`src/rtl/upcount_stopwatch.sv`:
```
// Up-counting stopwatch: prescaled one-second ticks, BCD elapsed seconds,
// progress steps every d seconds, and a one-shot timeout at the latched limit.
module upcount_stopwatch #(
   parameter int CLK_FREQ = 50000000
) (
   input  logic       clk,
   input  logic       reset,
   input  logic       start,
   input  logic       stop,
   input  logic       clear,
   input  logic [3:0] difficulty,
   output logic       sec_tick,
   output logic [3:0] elapsed_tens,
   output logic [3:0] elapsed_ones,
   output logic [4:0] progress,
   output logic       running,
   output logic       timeout
);

   localparam int PW = (CLK_FREQ > 2) ? $clog2(CLK_FREQ) : 1;
   localparam logic [PW-1:0] PRE_LAST = PW'(CLK_FREQ - 1);

   typedef enum logic [1:0] {IDLE, RUNNING, PAUSED, DONE} state_t;

   state_t        state_q, state_d;
   logic [PW-1:0] presc_q, presc_d;
   logic [3:0]    tens_q, tens_d, ones_q, ones_d;
   logic [4:0]    prog_q, prog_d;
   logic [3:0]    step_q, step_d;
   logic [3:0]    lim_q, lim_d;
   logic          tick_q, tick_d, tout_q, tout_d, run_q, run_d;

   logic [3:0] ones_inc, tens_inc;
   logic       terminal, hit;

   always_comb begin
      terminal = (presc_q == PRE_LAST);
      ones_inc = (ones_q == 4'd9) ? 4'd0 : ones_q + 4'd1;
      tens_inc = (ones_q == 4'd9) ? tens_q + 4'd1 : tens_q;
      // d=0 free-runs to 99; otherwise the limit is d tens and zero ones
      hit = (lim_q == 4'd0) ? (tens_inc == 4'd9 && ones_inc == 4'd9)
                            : (tens_inc == lim_q && ones_inc == 4'd0);
   end

   always_comb begin
      state_d = state_q;
      presc_d = presc_q;
      tens_d  = tens_q;
      ones_d  = ones_q;
      prog_d  = prog_q;
      step_d  = step_q;
      lim_d   = lim_q;
      tick_d  = 1'b0;
      tout_d  = 1'b0;
      if (clear) begin
         state_d = IDLE;
         presc_d = '0;
         tens_d  = 4'd0;
         ones_d  = 4'd0;
         prog_d  = 5'd0;
         step_d  = 4'd0;
      end else begin
         case (state_q)
            IDLE: begin
               if (start && !stop) begin
                  state_d = RUNNING;
                  lim_d   = (difficulty > 4'd9) ? 4'd9 : difficulty;
               end
            end
            RUNNING: begin
               if (terminal) begin
                  presc_d = '0;
                  tick_d  = 1'b1;
                  tens_d  = tens_inc;
                  ones_d  = ones_inc;
                  if (lim_q != 4'd0) begin
                     if (step_q == lim_q - 4'd1) begin
                        step_d = 4'd0;
                        prog_d = prog_q + 5'd1;
                     end else begin
                        step_d = step_q + 4'd1;
                     end
                  end
                  // reaching the limit wins over a coincident stop
                  if (hit) begin
                     state_d = DONE;
                     tout_d  = 1'b1;
                  end else if (stop) begin
                     state_d = PAUSED;
                  end
               end else begin
                  presc_d = presc_q + 1'b1;
                  if (stop) state_d = PAUSED;
               end
            end
            PAUSED: begin
               if (start && !stop) state_d = RUNNING;
            end
            default: ;
         endcase
      end
      run_d = (state_d == RUNNING);
   end

   always_ff @(posedge clk) begin
      if (reset) begin
         state_q <= IDLE;
         presc_q <= '0;
         tens_q  <= 4'd0;
         ones_q  <= 4'd0;
         prog_q  <= 5'd0;
         step_q  <= 4'd0;
         lim_q   <= 4'd0;
         tick_q  <= 1'b0;
         tout_q  <= 1'b0;
         run_q   <= 1'b0;
      end else begin
         state_q <= state_d;
         presc_q <= presc_d;
         tens_q  <= tens_d;
         ones_q  <= ones_d;
         prog_q  <= prog_d;
         step_q  <= step_d;
         lim_q   <= lim_d;
         tick_q  <= tick_d;
         tout_q  <= tout_d;
         run_q   <= run_d;
      end
   end

   assign sec_tick     = tick_q;
   assign timeout      = tout_q;
   assign elapsed_tens = tens_q;
   assign elapsed_ones = ones_q;
   assign progress     = prog_q;
   assign running      = run_q;

endmodule

```
`config.mk`:
```
export PLATFORM = sky130hd
export DESIGN_NAME = upcount_stopwatch
export DESIGN_NICKNAME = d
export VERILOG_FILES = /design/src/rtl/upcount_stopwatch.sv
export SDC_FILE = /design/constraint.sdc
export NUM_CORES = 1
export LEC_CHECK = 0
export BUFFER_PORTS_ARGS = -buffer_cell sky130_fd_sc_hd__clkbuf_2
export CELL_PAD_IN_SITES_DETAIL_PLACEMENT = 1
export CELL_PAD_IN_SITES_GLOBAL_PLACEMENT = 2
export CORE_UTILIZATION = 25
export DETAILED_ROUTE_END_ITERATION = 10
export PLACE_DENSITY_LB_ADDON = 0.2
export SLEW_MARGIN = 0
export SYNTH_ARGS = -nofsm -noshare
export SYNTH_HDL_FRONTEND = slang
export SYNTH_SLANG_ARGS = --single-unit
export TNS_END_PERCENT = 50
```
`constraint.sdc`:
```
create_clock -name clk -period 3.1 [get_ports clk]
set_input_delay 0.775 -clock clk [delete_from_list [all_inputs] [get_ports clk]]
set_output_delay 0.775 -clock clk [all_outputs]
set_load 0.1 [all_outputs]
```
* Word-level counts from Yosys, hierarchy flattened
Index checks and enable logic that the tools add are counted.
** Operators by class
- Add/sub/neg operators :: 6
- $lt $le $gt $ge :: 1
- Eq/ne operators :: 9
- Multiplexer cells :: 14
- Bitwise operators :: 3
- Reductions and logical operators :: 16
** Operator list (number)
- 26-bit by 1-bit adder with 26-bit output (second input constant) :: 1
- 26-bit == test (second input constant) :: 1
- 26-bit 2-to-1 mux :: 1
- 4-bit 2-to-1 mux :: 4
- 4-bit by 1-bit adder with 4-bit output (second input constant) :: 3
- 4-bit == test (second input constant) :: 3
- 2-bit 2-to-1 mux :: 5
- 4-bit == test :: 2
- 4-bit logical NOT :: 2
- 3-bit AND reduction :: 2
- 5-bit by 1-bit adder with 5-bit output (second input constant) :: 1
- 2-bit by 1-bit == test with 1-bit output (second input constant) :: 2
- 4-bit greater-than comparator (second input constant) :: 1
- 2-bit case mux with 2 select lines :: 1
- 4-bit AND reduction :: 1
- 4-bit nonzero test :: 1
- 2-bit OR reduction :: 2
- 4-bit OR reduction :: 1
- 4-bit by 1-bit subtractor with 4-bit output (second input constant) :: 1
- 1-bit logical AND :: 3
- 1-bit 2-to-1 mux :: 3
- 1-bit NOT :: 3
- 3-bit OR reduction :: 1
- 2-bit == test (second input constant) :: 1
- other kinds (3) :: 3
** Storage, ports and cells
- Flip-flop bits (word level) :: 52
- Output and inout bits :: 16
- Word-level logic and storage cells :: 59

* Depth between registers and ports, before layout
Gate-level depths: netlist of run 1.
- Depth after elaboration :: 10
- Mapped depth :: 9

* Least setup slack after synthesis of run 1
OpenSTA, ideal clock, no wires.
- Path kind :: flip-flop to flip-flop
- Start point :: register tens_q[1] (netlist: elapsed_tens[1])
- End point :: register run_q (netlist: running)
- Library setup time :: 0.121 ns
- Data arrival time :: 2.911 ns
- Data required time :: 2.979 ns
- Path slack :: 0.068 ns
- Cell stages (with the launch flop) :: 8
- Path buffers :: 0
- Period minus slack after synthesis :: 3.032 ns
- Cell sequence :: dfxtp_1 > ha_1 > or2b_1 > a21oi_1 > or4_4 > a2111oi_4 > o22ai_2 > mux2_4
** Between the ends
- Longest elaborated chain between the ends :: 10
- Elaborated cells between the ends (all ways) :: 12
** Ends and longest elaborated chain
- from (decl) :: line 27 : logic [3:0] tens_q, tens_d, ones_q, ones_d;
- from (signal assigned) :: line 120 : tens_q <= tens_d;
- 4-bit by 1-bit adder with 4-bit output :: line 39 : tens_inc = (ones_q == 4'd9) ? tens_q + 4'd1 : tens_q;
- 4-bit 2-to-1 mux * :: line 39
- 4-bit == test, on equally long branches :: line 42, 41
- 1-bit logical AND, on equally long branches :: line 42, 41
- 1-bit 2-to-1 mux * :: line 41 : hit = (lim_q == 4'd0) ? (tens_inc == 4'd9 && ones_inc == 4'd9)
- 2-bit 2-to-1 mux * :: line 85 : if (hit) begin
- 2-bit 2-to-1 mux * :: line 71 : if (terminal) begin
- 2-bit case mux with 2 select lines * :: line 63 : case (state_q)
- 2-bit 2-to-1 mux * :: line 55 : if (clear) begin
- 2-bit by 1-bit == test with 1-bit output * :: line 102 : run_d = (state_d == RUNNING);
- to (signal assigned) :: line 127 : run_q <= run_d;
- to (decl) :: line 31 : logic tick_q, tick_d, tout_q, tout_d, run_q, run_d;
Every way passes the cells marked *; elsewhere a longest branch is shown, timed or not.
A chain may end at the register's enable or synchronous reset.

* Final worst setup path of run 1
- Start point :: register lim_q[0]
- End point :: register run_q (netlist: running)
** Between the ends
- Longest elaborated chain between the ends :: 8
- Elaborated cells between the ends (all ways) :: 9
** Ends and longest elaborated chain
- from (decl) :: line 30 : logic [3:0] lim_q, lim_d;
- from (signal assigned) :: line 124 : lim_q <= lim_d;
- 4-bit == test :: line 42 : : (tens_inc == lim_q && ones_inc == 4'd0);
- 1-bit logical AND :: line 42
- 1-bit 2-to-1 mux * :: line 41
- 2-bit 2-to-1 mux * :: line 85
- 2-bit 2-to-1 mux * :: line 71
- 2-bit case mux with 2 select lines * :: line 63
- 2-bit 2-to-1 mux * :: line 55
- 2-bit by 1-bit == test with 1-bit output * :: line 102
Marks and branches as above.

==> results of run 1 <==
[worst reg2reg max path: cells and delay by family (launching register included)]
family | cells | cell delay [ns]
and+or+nand+nor | 3 | 0.86
AOI/OAI and AO/OA | 2 | 0.46
DFF | 1 | 0.45
muxes | 1 | 0.31
adders and majority gates | 1 | 0.22
buffers and inverters | 1 | 0.07
[kinds of logic after synthesis]
family                   Yosys count
multiplexers                       4
XOR/XNOR                          41
buffers and inverters             18
AND/OR/NAND/NOR                  162
AO/OA/AOI/OAI                     31
flip-flops                        52
adder cells (fa/ha/maj)            5
[flip-flops by register name, indices dropped and copies added, names as in the netlist]
| name | count |
|---|---|
| step_q | 4 |
| timeout | 1 |
| running | 1 |
| presc_q | 26 |
| elapsed_tens | 4 |
| elapsed_ones | 4 |
| progress | 5 |
| sec_tick | 1 |
| state_q | 2 |
| lim_q | 4 |
[power breakdown]
part	leakage [nW]	total, mW	switching [mW]	internal [mW]
Sequential	0.419	0.674	0.00408	0.670
Combinational	0.619	0.0506	0.0327	0.0179
Clock	0.0445	0.414	0.232	0.182
[layout make-up]
cell class / count / area (um^2) / area share [%]
well taps: 136 / 170 / 5.52
inverters: 7 / 26.3 / 0.853
clock buffers: 7 / 86.3 / 2.80
repair buffers: 29 / 158 / 5.12
multi-input cells: 243 / 1590 / 51.7
flip-flops and latches: 52 / 1040 / 33.8
clock inverters: 1 / 7.51 / 0.244
[worst max path at each step]
stage	startpoint	to	slack [ns]	cells past startpoint
after detailed placement	lim_q[0]$_SDFFE_PP0P_	running$_SDFF_PP0_	0.60	8
after CTS	lim_q[0]$_SDFFE_PP0P_	running$_SDFF_PP0_	0.58	8
after floorplan	elapsed_tens[1]$_SDFFE_PP0P_	running$_SDFF_PP0_	0.07	7
after global placement	lim_q[0]$_SDFFE_PP0P_	running$_SDFF_PP0_	0.69	8
after global routing	lim_q[0]$_SDFFE_PP0P_	progress[4]$_SDFFE_PP0P_	0.39	8
final	lim_q[0]$_SDFFE_PP0P_	running$_SDFF_PP0_	0.61	8
[through the flow]
step	total power, mW	hold WS [ns]	utilization, %	cells	setup slack [ns]
6_report	1.14	0.483	29.6	475	0.606
5_1_grt	1.19	0.526	29.6	475	0.394
2_1_floorplan	0.725	0.454	-	313	0.0680
4_1_cts	1.17	0.485	29.6	475	0.577
3_5_place_dp	0.741	0.470	28.7	467	0.598
3_3_place_gp	0.741	0.455	28.7	467	0.690
[metal layers]
metal | global-route usage [%] | vias to the layer above | share of wire [%]
met5 | 0 | - | 0
met4 | 3.77 | 0 | 0.94
met3 | 2.08 | 6 | 2.5
met2 | 18.8 | 22 | 42
met1 | 18.6 | 1038 | 55
li1 | - | 1128 | -
[synthesized netlist by cell type (2+ instances only)]
master,n
sky130_fd_sc_hd__a21oi_1,15
sky130_fd_sc_hd__and2_1,5
sky130_fd_sc_hd__and3_1,2
sky130_fd_sc_hd__and4_1,2
sky130_fd_sc_hd__and4b_2,2
sky130_fd_sc_hd__buf_2,3
sky130_fd_sc_hd__buf_4,2
sky130_fd_sc_hd__clkbuf_1,3
sky130_fd_sc_hd__clkbuf_2,2
sky130_fd_sc_hd__dfxtp_1,52
sky130_fd_sc_hd__ha_1,5
sky130_fd_sc_hd__inv_1,7
sky130_fd_sc_hd__mux2i_1,3
sky130_fd_sc_hd__nand2_1,27
sky130_fd_sc_hd__nand2b_1,4
sky130_fd_sc_hd__nand3_1,15
sky130_fd_sc_hd__nand3b_1,3
sky130_fd_sc_hd__nand4_1,12
sky130_fd_sc_hd__nor2_1,48
sky130_fd_sc_hd__nor2b_1,5
sky130_fd_sc_hd__nor3_1,8
sky130_fd_sc_hd__nor4_1,6
sky130_fd_sc_hd__nor4_4,2
sky130_fd_sc_hd__nor4b_2,2
sky130_fd_sc_hd__o21ai_0,8
sky130_fd_sc_hd__or2_2,3
sky130_fd_sc_hd__or3_1,3
sky130_fd_sc_hd__or4_1,2
sky130_fd_sc_hd__xnor2_1,15
sky130_fd_sc_hd__xor2_1,26
[layout by cell type (no fill, tap or decap), drive strengths merged, types with 2 or more instances in the layout]
cell type	instances
a21oi	15
and2	5
and3	3
and4	2
and4b	2
buf	5
clkbuf	31
dfxtp	52
ha	5
inv	7
mux2i	3
nand2	27
nand2b	4
nand3	16
nand3b	3
nand4	12
nor2	48
nor2b	5
nor3	8
nor4	8
nor4b	3
o21ai	8
or2	4
or3	3
or4	3
xnor2	15
xor2	26
==> summary.md, run 1 <==
| Metric | Value |
|---|---|
| Number of buffers inserted during clock tree synthesis | `5` |
| Routed WL per cell | `~14 um` |
| Count of unresolved DRC violations after routing | `0` |
| Final count of hold timing violations | `0` |
| Proportion of synthesized chip area in sequential cells | `a little under two fifths` |
| Total power density per cell area | `370 nW/um^2` |
| Yosys synthesis warning count | `0` |
| Result of the run | `finished, final reports clean` |
| Cell chosen for the clock root | `sky130_fd_sc_hd__clkbuf_8` |
| Unrepaired setup endpoints after global routing | `no` |
| Syn_nets | `327` |
| Core Region | `roughly 10000 um^2` |
| Vias in the first global route | `2209` |
| Largest net degree at the start of global routing | `27` |
| Number of vias in the routed layout | `2194` |
| Critical path buffer and inverter count | `1` |
| Number of hold buffers added after CTS | `0` |
| Worst min-delay path endpoint | `progress[4]$_SDFFE_PP0P_` |
| Number of nets with antenna violations after routing | `0` |
| Die Y-Extent | `106 um` |
| Classification of the worst setup path | `flip-flop to flip-flop` |
| Clock sinks | `52` |
| Io pins | `25` |
| Source-to-sink clock delay at the later pin of the worst-skew pair | `0.31 ns` |
| Antenna violations before repair | `0` |
| DR pass1 iterations | `4` |
| Maximum clock frequency | `0.401 GHz` |
| Gate count after technology mapping | `313` |
| Top cell family by delay on the critical path | `simple AND/OR/NAND/NOR gates` |
| Slew Viols, Final | `0` |
| Final HPWL from detailed placement | `4920 um` |
| Headroom to the max-slew limit | `60.0%` |
| XOR/XNOR share of the synthesized area | `13.2%` |
| Fin nets | `352` |
| Most frequently used flop master after synthesis | `sky130_fd_sc_hd__dfxtp_1` |
| Fraction of synthesized area in multiplexers | `1.66%` |
| Std cell rows | `37` |
| CP Data Required Time | `3.30 ns` |
| Overall track demand over capacity in global routing | `~13%` |
| Final instance area | `3080 um^2` |
| Critical Path Slowest Stage Cell | `sky130_fd_sc_hd__or4_4` |
| Worst-path maximum fanout | `8` |
| DRC marker count from the first detailed-route iteration | `72` |
| Max incr delay on CP | `0.47 ns` |
| Share of the clock period used by the worst path after layout | `80.5%` |
| Instance count along the most critical hold path | `2` |
| HP Start | `progress[4]$_SDFFE_PP0P_` |
| Share of synthesized cell area in and, or, nand and nor gates | `33.7%` |
| Die Width | `106 um` |
| Total number of H-tree levels | `2` |
| Number of buffers inserted by post-CTS setup repair | `0` |
| Flop2flop setup slack | `approximately 0.6 ns` |
| Combinational family with the most area after synthesis | `simple AND/OR/NAND/NOR gates` |
| Starting Density | `between 20% and 30%` |
| Die ar. | `11300 um^2` |
| Crit Reg-Reg Startpoint | `lim_q[0]$_SDFFE_PP0P_` |
| Layout area overhead | `13.2%` |
| Crit start category | `flip-flop` |
| Total Neg Setup Slack | `0 ns` |
| Proportion of synthesized flip-flops having asynchronous set or reset | `0%` |
| Count of distinct cell types in the synthesized netlist | `slightly above 50` |
| Number of antenna cells inserted | `0` |
| Mean Syn Cell Area | `8.69 um^2` |
| Fillers | `1251` |
| Pleak | `1.08 nW` |
| Clock tree from TritonCTS | `yes` |
| Reg2reg end | `running$_SDFF_PP0_` |
| List of cells traversed by the critical path | `inv_1, ha_1, or3b_2, nand3_1, or4_4, a2111oi_4, o22ai_2, mux2_4` |
| Final Wtd Congestion | `0.740` |
| Wire length of the first global-routing pass | `roughly 11000 um` |
| Synthesized-area fraction occupied by ao, oa, aoi and oai cells | `7.59%` |
| Layout cell share with drive strength beyond 1 | `about 16%` |
| Worst Reg2Reg Path Length in Cells | `8` |
| Setup violations, final | `0` |
| Cells taking the most area after synthesis | `sky130_fd_sc_hd__dfxtp_1, sky130_fd_sc_hd__xor2_1, sky130_fd_sc_hd__nor2_1` |
| Port Buffer Count | `24` |
| Arrival time of data at the critical path endpoint | `2.70 ns` |
| Placed Instance Area | `2990 um^2` |
| Setup skew after layout | `0.0101 ns` |
| Crit path capture type | `flip-flop` |
| Post-CTS resize count | `0` |
| Number of register bits inferred by synthesis | `52` |
| Average via count per standard cell | `4.62` |
| Worst hold-check path type | `flip-flop to flip-flop` |
| Max Cap Viol | `0` |
| GRT overflow | `0` |
| Dominant cell type by area after synthesis | `sky130_fd_sc_hd__dfxtp_1` |
| Routed wire length | `6690 um` |
| Maximum vdd drop | `0.000166 V` |
| Reg clk slew, reported paths | `about 0.10 ns` |
| Fraction of synthesized cell area taken by the top area cell type | `approximately two fifths` |
| Maximum buffer depth of the clock tree | `2` |
| Clock period minus final worst setup slack | `2.49 ns` |
| Netlist area before placement | `2720 um^2` |
| Slew at the pin closest to its max-slew limit | `roughly 0.59 ns` |
| Number of flops mapped to enable cells by yosys | `0` |
| Post-Synth Adder-Cell Area | `2.30%` |
(Power assumes the default switching activity.)
==> inputs of run 2 (changes only) <==
ABC_AREA = 1   (was unset)
clock period = 2.55 ns   (was 3.1 ns; I/O delays follow)
==> run 2 against run 1 <==
Die area increased by 4.2%. Global-route usage increased by 1.9 points. Non-clock buffer count shrank 3. Clock-buffer cell count fell by 2. Sequential share of layout area is 2.1 points lower. Final cell count increased by 18%. Largest power group unchanged. Synthesized area increased by 4.3%. Fmax rose by 17%. Cell area rose by 6.7%. Hold slack got worse by 0.00092 ns. Total power grew 45%. Critical path type unchanged.
==> summary.md, run 2 <==
| Metric | Value |
|---|---|
| Fraction of synthesized area in multiplexers | `0.353% (-1.3 points)` |
| Slew Viols, Final | `0 (unchanged)` |
| Cells taking the most area after synthesis | `sky130_fd_sc_hd__dfxtp_1, sky130_fd_sc_hd__nand2_1, sky130_fd_sc_hd__inv_1` |
| Port Buffer Count | `24 (unchanged)` |
| Number of hold buffers added after CTS | `0 (unchanged)` |
| Fraction of synthesized cell area taken by the top area cell type | `36.7% (-1.6 points)` |
| DRC marker count from the first detailed-route iteration | `83 (+15%)` |
| Die Width | `109 um (+2.1%)` |
| Layout cell share with drive strength beyond 1 | `14.3% (-1.6 points)` |
| Count of distinct cell types in the synthesized netlist | `42 (-18%)` |
| Syn_nets | `405 (+24%)` |
| Clock sinks | `52 (unchanged)` |
| Classification of the worst setup path | `flip-flop to flip-flop` |
| Crit start category | `flip-flop` |
| Wire length of the first global-routing pass | `13200 um (+16%)` |
| Met3 global-route usage | `2.89% (+0.81 points)` |
| Number of register bits inferred by synthesis | `52 (unchanged)` |
| Pleak | `1.24 nW (+15%)` |
| Reg clk slew, reported paths | `0.07 ns (-0.03 ns)` |
| Fin nets | `435 (+24%)` |
| Starting Density | `25.9% (-0.18 points)` |
| XOR/XNOR share of the synthesized area | `4.63% (-8.6 points)` |
| Number of nets with antenna violations after routing | `0 (unchanged)` |
| Source-to-sink clock delay at the later pin of the worst-skew pair | `0.29 ns (-0.02 ns)` |
| Unrepaired setup endpoints after global routing | `no` |
| Gate count after technology mapping | `391 (+25%)` |
| Setup violations, final | `0 (unchanged)` |
| Die ar. | `11800 um^2 (+4.2%)` |
| Number of flops mapped to enable cells by yosys | `0 (unchanged)` |
| Share of synthesized cell area in and, or, nand and nor gates | `36.5% (+2.8 points)` |
| Clock period minus final worst setup slack | `2.13 ns (-0.362 ns)` |
| Proportion of synthesized chip area in sequential cells | `36.7% (-1.6 points)` |
| Layout area overhead | `15.8%` |
| Mean Syn Cell Area | `7.26 um^2 (-17%)` |
| Max reg flops | `26 (unchanged)` |
| Leading cell type in the layout, fill and taps excluded | `sky130_fd_sc_hd__nand2_1` |
| Final HPWL from detailed placement | `6090 um (+24%)` |
| Most frequently used flop master after synthesis | `sky130_fd_sc_hd__dfxtp_1` |
| Std cell rows | `38 (+2.7%)` |
| Antenna violations before repair | `0 (unchanged)` |
| Share of the clock period used by the worst path after layout | `83.6% (+3.1 points)` |
| Number of antenna cells inserted | `0 (unchanged)` |
| Average via count per standard cell | `4.61 (-0.10%)` |
| Combinational family with the most area after synthesis | `simple AND/OR/NAND/NOR gates` |
| Maximum vdd drop | `0.000191 V (+15%)` |
| DP Worst Slack | `0.349 ns (-0.249 ns)` |
| Netlist area before placement | `2840 um^2 (+4.3%)` |
| Maximum clock frequency | `0.469 GHz (+17%)` |
| Die Y-Extent | `109 um (+2.1%)` |
| Total number of H-tree levels | `2 (unchanged)` |
| Largest reg by FF count | `presc_q` |
| CP Data Required Time | `2.74 ns (-0.56 ns)` |
| Arrival time of data at the critical path endpoint | `2.33 ns (-0.37 ns)` |
| Leading cell types by count after synthesis | `sky130_fd_sc_hd__nand2_1, sky130_fd_sc_hd__dfxtp_1, sky130_fd_sc_hd__inv_1` |
| Number of buffers inserted by post-CTS setup repair | `0 (unchanged)` |
| Proportion of synthesized flip-flops having asynchronous set or reset | `0% (unchanged)` |
| Leading cell type by number of instances after synthesis | `sky130_fd_sc_hd__nand2_1` |
| Worst-path maximum fanout | `5 (-3)` |
| Total Neg Setup Slack | `0 ns (unchanged)` |
| Max Cap Viol | `0 (unchanged)` |
| Count of unresolved DRC violations after routing | `0 (unchanged)` |
| Vias in the first global route | `2691 (+22%)` |
| Synthesized-area fraction occupied by ao, oa, aoi and oai cells | `11.8% (+4.2 points)` |
| Total power density per cell area | `502 nW/um^2 (+36%)` |
| Result of the run | `finished, final reports clean` |
| Yosys synthesis warning count | `0 (unchanged)` |
| Clock tree from TritonCTS | `yes` |
| Crit path setup slack, layout | `0.418 ns (-0.188 ns)` |
| Headroom to the max-slew limit | `63.6% (+3.6 points)` |
| Slew at the pin closest to its max-slew limit | `0.549 ns (-0.0456 ns)` |
| Final count of hold timing violations | `0 (unchanged)` |
| Number of buffers inserted during clock tree synthesis | `5 (unchanged)` |
| GRT overflow | `0 (unchanged)` |
| Crit path capture type | `flip-flop` |
| Routed wire length | `7770 um (+16%)` |
| Met2 Usage GRT | `25.9% (+7.1 points)` |
| Largest net degree at the start of global routing | `20 (-26%)` |
| Routed WL per cell | `13.9 um (-1.5%)` |
| Most congested layer reported by global routing | `met2` |
| Overall track demand over capacity in global routing | `14.6% (+1.9 points)` |
| DR pass1 iterations | `4 (unchanged)` |
| Number of vias in the routed layout | `2584 (+18%)` |
| Final Wtd Congestion | `0.735 (-0.72%)` |
| Io pins | `25 (unchanged)` |
| Met1 GRT Util | `17.8% (-0.79 points)` |
| Core Region | `10900 um^2 (+5.0%)` |
| Cell chosen for the clock root | `sky130_fd_sc_hd__clkbuf_16` |
| Post-Synth Adder-Cell Area | `2.20% (-0.094 points)` |
| Setup skew after layout | `0.00686 ns (-0.00327 ns)` |
| Worst hold-check path type | `flip-flop to flip-flop` |
| Commonest cells after routing, fill and taps aside | `sky130_fd_sc_hd__nand2_1, sky130_fd_sc_hd__dfxtp_1, sky130_fd_sc_hd__inv_1` |
| Maximum buffer depth of the clock tree | `2 (unchanged)` |
| Post-CTS resize count | `0 (unchanged)` |
| Dominant cell type by area after synthesis | `sky130_fd_sc_hd__dfxtp_1` |
## run 2: cell types whose count changed after synthesis, moves of 6 or more
cell	before	now
sky130_fd_sc_hd__xor2_1	26	9
sky130_fd_sc_hd__o22ai_1	0	7
sky130_fd_sc_hd__nand2_1	27	73
sky130_fd_sc_hd__nand3_1	15	34
sky130_fd_sc_hd__inv_1	7	50
sky130_fd_sc_hd__nor3_1	8	15
sky130_fd_sc_hd__a21oi_1	15	21
sky130_fd_sc_hd__xnor2_1	15	6
## run 2: worst paths after layout
check	startpoint	end	slack [ns]	cells past startpoint
worst min register to register	presc_q[21]$_SDFFE_PP0P_	presc_q[21]$_SDFFE_PP0P_	0.48	1
worst max register to register	lim_q[1]$_SDFFE_PP0P_	running$_SDFF_PP0_	0.42	14
worst min-delay path	presc_q[21]$_SDFFE_PP0P_	presc_q[21]$_SDFFE_PP0P_	0.48	1
worst max-delay path	lim_q[1]$_SDFFE_PP0P_	running$_SDFF_PP0_	0.42	14
## run 2: per-layer routing
| metal | wire length (um) | vias up | share of wire (%) |
|---|---|---|---|
| met5 | 0 | - | 0 |
| met1 | 3690 | 1213 | 47 |
| met3 | 148 | 2 | 1.9 |
| met2 | 3880 | 16 | 50 |
| li1 | - | 1353 | - |
| met4 | 51 | 0 | 0.66 |
## run 2: logic make-up (layout without fill, tap and decap cells)
| family | after synthesis | in the layout |
|---|---|---|
| buffers and inverters | 58 | 87 |
| flip-flops | 52 | 52 |
| AO/OA/AOI/OAI | 56 | 56 |
| adder cells (fa/ha/maj) | 5 | 5 |
| XOR/XNOR | 15 | 15 |
| multiplexers | 1 | 1 |
| AND/OR/NAND/NOR | 204 | 204 |
## run 2: area by class of cell
class,instances,area [um^2]
clock inverter,1,30.0
inverter,55,206
tap,140,175
clock buffer,5,125
sequential,52,1040
timing repair buffer,26,135
fill,1369,7650
multi-input combinational,281,1570
## run 2: power by group
part | total, mW | internal [mW] | switching (mW)
clock | 0.758 | 0.453 | 0.305
combinational | 0.0719 | 0.0229 | 0.0490
sequential | 0.820 | 0.816 | 0.00399
total | 1.65 | 1.29 | 0.358
## run 2: worst max-delay path, cell delays in order (launching register included)
cell	delay [ns]
sky130_fd_sc_hd__dfxtp_1	0.40
sky130_fd_sc_hd__inv_1	0.11
sky130_fd_sc_hd__ha_1	0.23
sky130_fd_sc_hd__nand3_1	0.27
sky130_fd_sc_hd__nand2_1	0.09
sky130_fd_sc_hd__nor2_1	0.12
sky130_fd_sc_hd__nand3_1	0.08
sky130_fd_sc_hd__nor2_1	0.11
sky130_fd_sc_hd__nand2_1	0.07
sky130_fd_sc_hd__o21bai_2	0.17
sky130_fd_sc_hd__nand2_1	0.12
sky130_fd_sc_hd__nand2_1	0.07
sky130_fd_sc_hd__nand2_1	0.06
sky130_fd_sc_hd__nand2_1	0.07
sky130_fd_sc_hd__a21oi_2	0.05
## run 2: stage by stage
step | hold slack, ns | area [um^2] | utilization, % | total power, mW | instances
finish | 0.482 | 3290 | 30.1 | 1.65 | 560
global route | 0.520 | 3290 | 30.1 | 1.72 | 560
CTS | 0.488 | 3290 | 30.1 | 1.68 | 560
global placement | 0.458 | 3130 | 28.6 | 0.912 | 554
floorplan | 0.443 | 2840 | - | 0.885 | 391
detailed placement | 0.476 | 3130 | 28.6 | 0.913 | 554
==> inputs of run 3 (changes only) <==
ABC_AREA = 0   (was 1)
clock period = 2.1 ns   (was 2.55 ns; I/O delays follow)
==> run 3 against run 2 <==
The flow now finishes with violations (negative setup slack). Sequential share of layout area shrank 2.7 points. Fmax shrank 1.6%. Total power grew 6.1%. Sequential power grew 20%. Sequential cell count is the same. First-iteration DRC count shrank 20%. Clock skew grew 0.0033 ns. Core utilization grew 5.5 points. Worst setup slack lost 0.48 ns. Routed wire length shrank 5.1%. Critical path type unchanged.
==> summary.md, run 3 (synthesized netlist as in run 1, its figures left out) <==
| Metric | Value |
|---|---|
| Unrepaired setup endpoints after global routing | `yes` |
| Clock tree from TritonCTS | `yes` |
| Crit start category | `flip-flop` |
| DRC marker count from the first detailed-route iteration | `66 (-20%)` |
| Number of antenna cells inserted | `0 (unchanged)` |
| Headroom to the max-slew limit | `63.5% (about the same)` |
| Number of buffers inserted during clock tree synthesis | `5 (unchanged)` |
| Cell chosen for the clock root | `sky130_fd_sc_hd__clkbuf_8` |
| Worst hold slack | `0.425 ns (-0.0574 ns)` |
| Instance count along the most critical hold path | `2 (+1)` |
| Flop2flop setup slack | `-0.07 ns (-0.48 ns)` |
| Stages on the worst setup path | `7 (-7)` |
| List of cells traversed by the critical path | `ha_4, or2b_1, a21oi_2, or4_4, nor4b_4, o22ai_2, mux2_4` |
| Vias in the first global route | `2412 (-10%)` |
| Critical Path Slowest Stage Cell | `sky130_fd_sc_hd__or4_4` |
| Largest reg by FF count | `presc_q` |
| Port Buffer Count | `24 (unchanged)` |
| Leading cell type in the layout, fill and taps excluded | `sky130_fd_sc_hd__buf_4` |
| Std cell rows | `37 (-2.6%)` |
| Maximum vdd drop | `0.000243 V (+27%)` |
| Commonest cells after routing, fill and taps aside | `sky130_fd_sc_hd__buf_4, sky130_fd_sc_hd__nor2_1, sky130_fd_sc_hd__dfxtp_1` |
| Antenna violations before repair | `0 (unchanged)` |
| Setup violations, final | `2 (+2)` |
| Die Width | `106 um (-2.0%)` |
| Worst-path maximum fanout | `3 (-2)` |
| Final instance area | `3710 um^2 (+13%)` |
| DR pass1 iterations | `4 (unchanged)` |
| Maximum buffer depth of the clock tree | `2 (unchanged)` |
| GRT overflow | `0 (unchanged)` |
| Number of vias in the routed layout | `2380 (-7.9%)` |
| Worst hold-check path type | `primary input to flip-flop` |
| Final HPWL from detailed placement | `5460 um (-10%)` |
| Layout area overhead | `36.3%` |
| Final Wtd Congestion | `0.697 (-5.1%)` |
| Arrival time of data at the critical path endpoint | `2.38 ns (+0.05 ns)` |
| Number of nets with antenna violations after routing | `0 (unchanged)` |
| Wire length of the first global-routing pass | `11900 um (-9.6%)` |
| Clock sinks | `52 (unchanged)` |
| Fin nets | `408 (-6.2%)` |
| Pleak | `1.42 nW (+15%)` |
| Reg clk slew, reported paths | `0.09 ns (+0.02 ns)` |
| Max incr delay on CP | `0.58 ns (+0.18 ns)` |
| Total number of H-tree levels | `2 (unchanged)` |
| Final count of hold timing violations | `0 (unchanged)` |
| Violations in the final reports | `negative setup slack` |
| Routed WL per cell | `13.9 um (about the same)` |
| Number of hold buffers added after CTS | `0 (unchanged)` |
| Slew at the pin closest to its max-slew limit | `0.550 ns (+0.000822 ns)` |
| Share of the clock period used by the worst path after layout | `103% (+20 points)` |
| Average via count per standard cell | `4.48 (-2.9%)` |
| Critical path buffer and inverter count | `0 (-1)` |
| Worst Reg2Reg Path Length in Cells | `7 (-7)` |
| Max Cap Viol | `0 (unchanged)` |
| Core Region | `10400 um^2 (-4.7%)` |
| Classification of the worst setup path | `flip-flop to flip-flop` |
| Count of unresolved DRC violations after routing | `0 (unchanged)` |
| Crit path capture type | `flip-flop` |
| Slew Viols, Final | `0 (unchanged)` |
| Total power density per cell area | `472 nW/um^2 (-6.0%)` |
| Setup skew after layout | `0.0102 ns (+0.00333 ns)` |
| Die Y-Extent | `106 um (-2.0%)` |
| Result of the run | `complete, but fails checks` |
| Top cell family by delay on the critical path | `simple AND/OR/NAND/NOR gates` |
| Source-to-sink clock delay at the later pin of the worst-skew pair | `0.32 ns (+0.03 ns)` |
| CP Data Required Time | `2.31 ns (-0.43 ns)` |
| Clock period minus final worst setup slack | `2.17 ns (+0.0344 ns)` |
| Placed Instance Area | `3440 um^2 (+10%)` |
| Max reg flops | `26 (unchanged)` |
| Overall track demand over capacity in global routing | `13.6% (-1.0 points)` |
| Routed wire length | `7370 um (-5.1%)` |
| Maximum clock frequency | `0.462 GHz (-1.6%)` |
| Starting Density | `26.1% (+0.18 points)` |
| Die ar. | `11300 um^2 (-4.0%)` |
| Io pins | `25 (unchanged)` |
| Largest net degree at the start of global routing | `27 (+35%)` |
| Crit path setup slack, layout | `-0.0662 ns (-0.484 ns)` |
| Layout cell share with drive strength beyond 1 | `34.9% (+21 points)` |
run 3: changes by cell type in the layout (fill, tap and decap cells not counted), moves of 8 or more:
cell / before / now
sky130_fd_sc_hd__a21oi_1: 21 / 13
sky130_fd_sc_hd__buf_4: 2 / 57
sky130_fd_sc_hd__dfxtp_1: 52 / 40
sky130_fd_sc_hd__inv_1: 50 / 5
sky130_fd_sc_hd__nand2_1: 73 / 26
sky130_fd_sc_hd__nand3_1: 34 / 14
sky130_fd_sc_hd__nor3_1: 15 / 7
sky130_fd_sc_hd__xnor2_1: 6 / 14
sky130_fd_sc_hd__xor2_1: 9 / 26
run 3: final timing paths:
kind / to / start
min reg2reg: progress[4]$_SDFFE_PP0P_ / progress[4]$_SDFFE_PP0P_
min: state_q[0]$_SDFF_PP0_ / stop
max reg2reg: running$_SDFF_PP0_ / elapsed_tens[0]$_SDFFE_PP0P_
max: running$_SDFF_PP0_ / elapsed_tens[0]$_SDFFE_PP0P_
run 3: worst register-to-register path, cell delays in order (launching register included):
cell and delay (ns):
sky130_fd_sc_hd__dfxtp_4 0.36, sky130_fd_sc_hd__ha_4 0.23, sky130_fd_sc_hd__or2b_1 0.16, sky130_fd_sc_hd__a21oi_2 0.05, sky130_fd_sc_hd__or4_4 0.58, sky130_fd_sc_hd__nor4b_4 0.24, sky130_fd_sc_hd__o22ai_2 0.14, sky130_fd_sc_hd__mux2_4 0.32
run 3: final cells by class:
class | instances | area (um^2)
Clock buffer | 7 | 97.6
Clock inverter | 1 | 5.00
Fill cell | 1268 | 6710
Inverter | 7 | 26.3
Multi-Input combinational cell | 243 | 1710
Sequential cell | 52 | 1070
Tap cell | 136 | 170
Timing Repair Buffer | 85 | 624
run 3: metal layers:
layer | vias to the layer above | track usage, % | wire length, um | part of all wire, %
met5 | - | 0 | 0 | 0
met4 | 0 | 4.46 | 97 | 1.3
met3 | 5 | 2.58 | 133 | 1.8
met2 | 19 | 21.5 | 3330 | 45
met1 | 1112 | 18.5 | 3810 | 52
li1 | 1244 | - | - | -
run 3: metrics by stage:
| step | power, mW | worst slack (ns) | instances | utilization (%) | setup TNS, ns |
|---|---|---|---|---|---|
| after floorplan | 1.06 | -0.236 | 313 | - | -0.372 |
| after global placement | 1.10 | -0.0760 | 518 | 33.1 | -0.0797 |
| after detailed placement | 1.11 | -0.145 | 518 | 33.1 | -0.272 |
| after CTS | 1.78 | -0.0888 | 527 | 34.4 | -0.116 |
| after global routing | 1.84 | -0.119 | 531 | 35.6 | -0.559 |
| final | 1.75 | -0.0662 | 531 | 35.6 | -0.0685 |
run 3: power by group:
part,internal [mW],switching [mW]
registers,0.980,0.00295
clock network,0.307,0.347
logic,0.0501,0.0626
total,1.34,0.413
run 3: repair_timing:
item / in CTS / in global routing
resized for setup: 4 / 23
gates cloned: 0 / 1
endpoints found under the setup margin: 6 / 37
pin swaps: 4 / 15
buffers inserted: 1 / 3
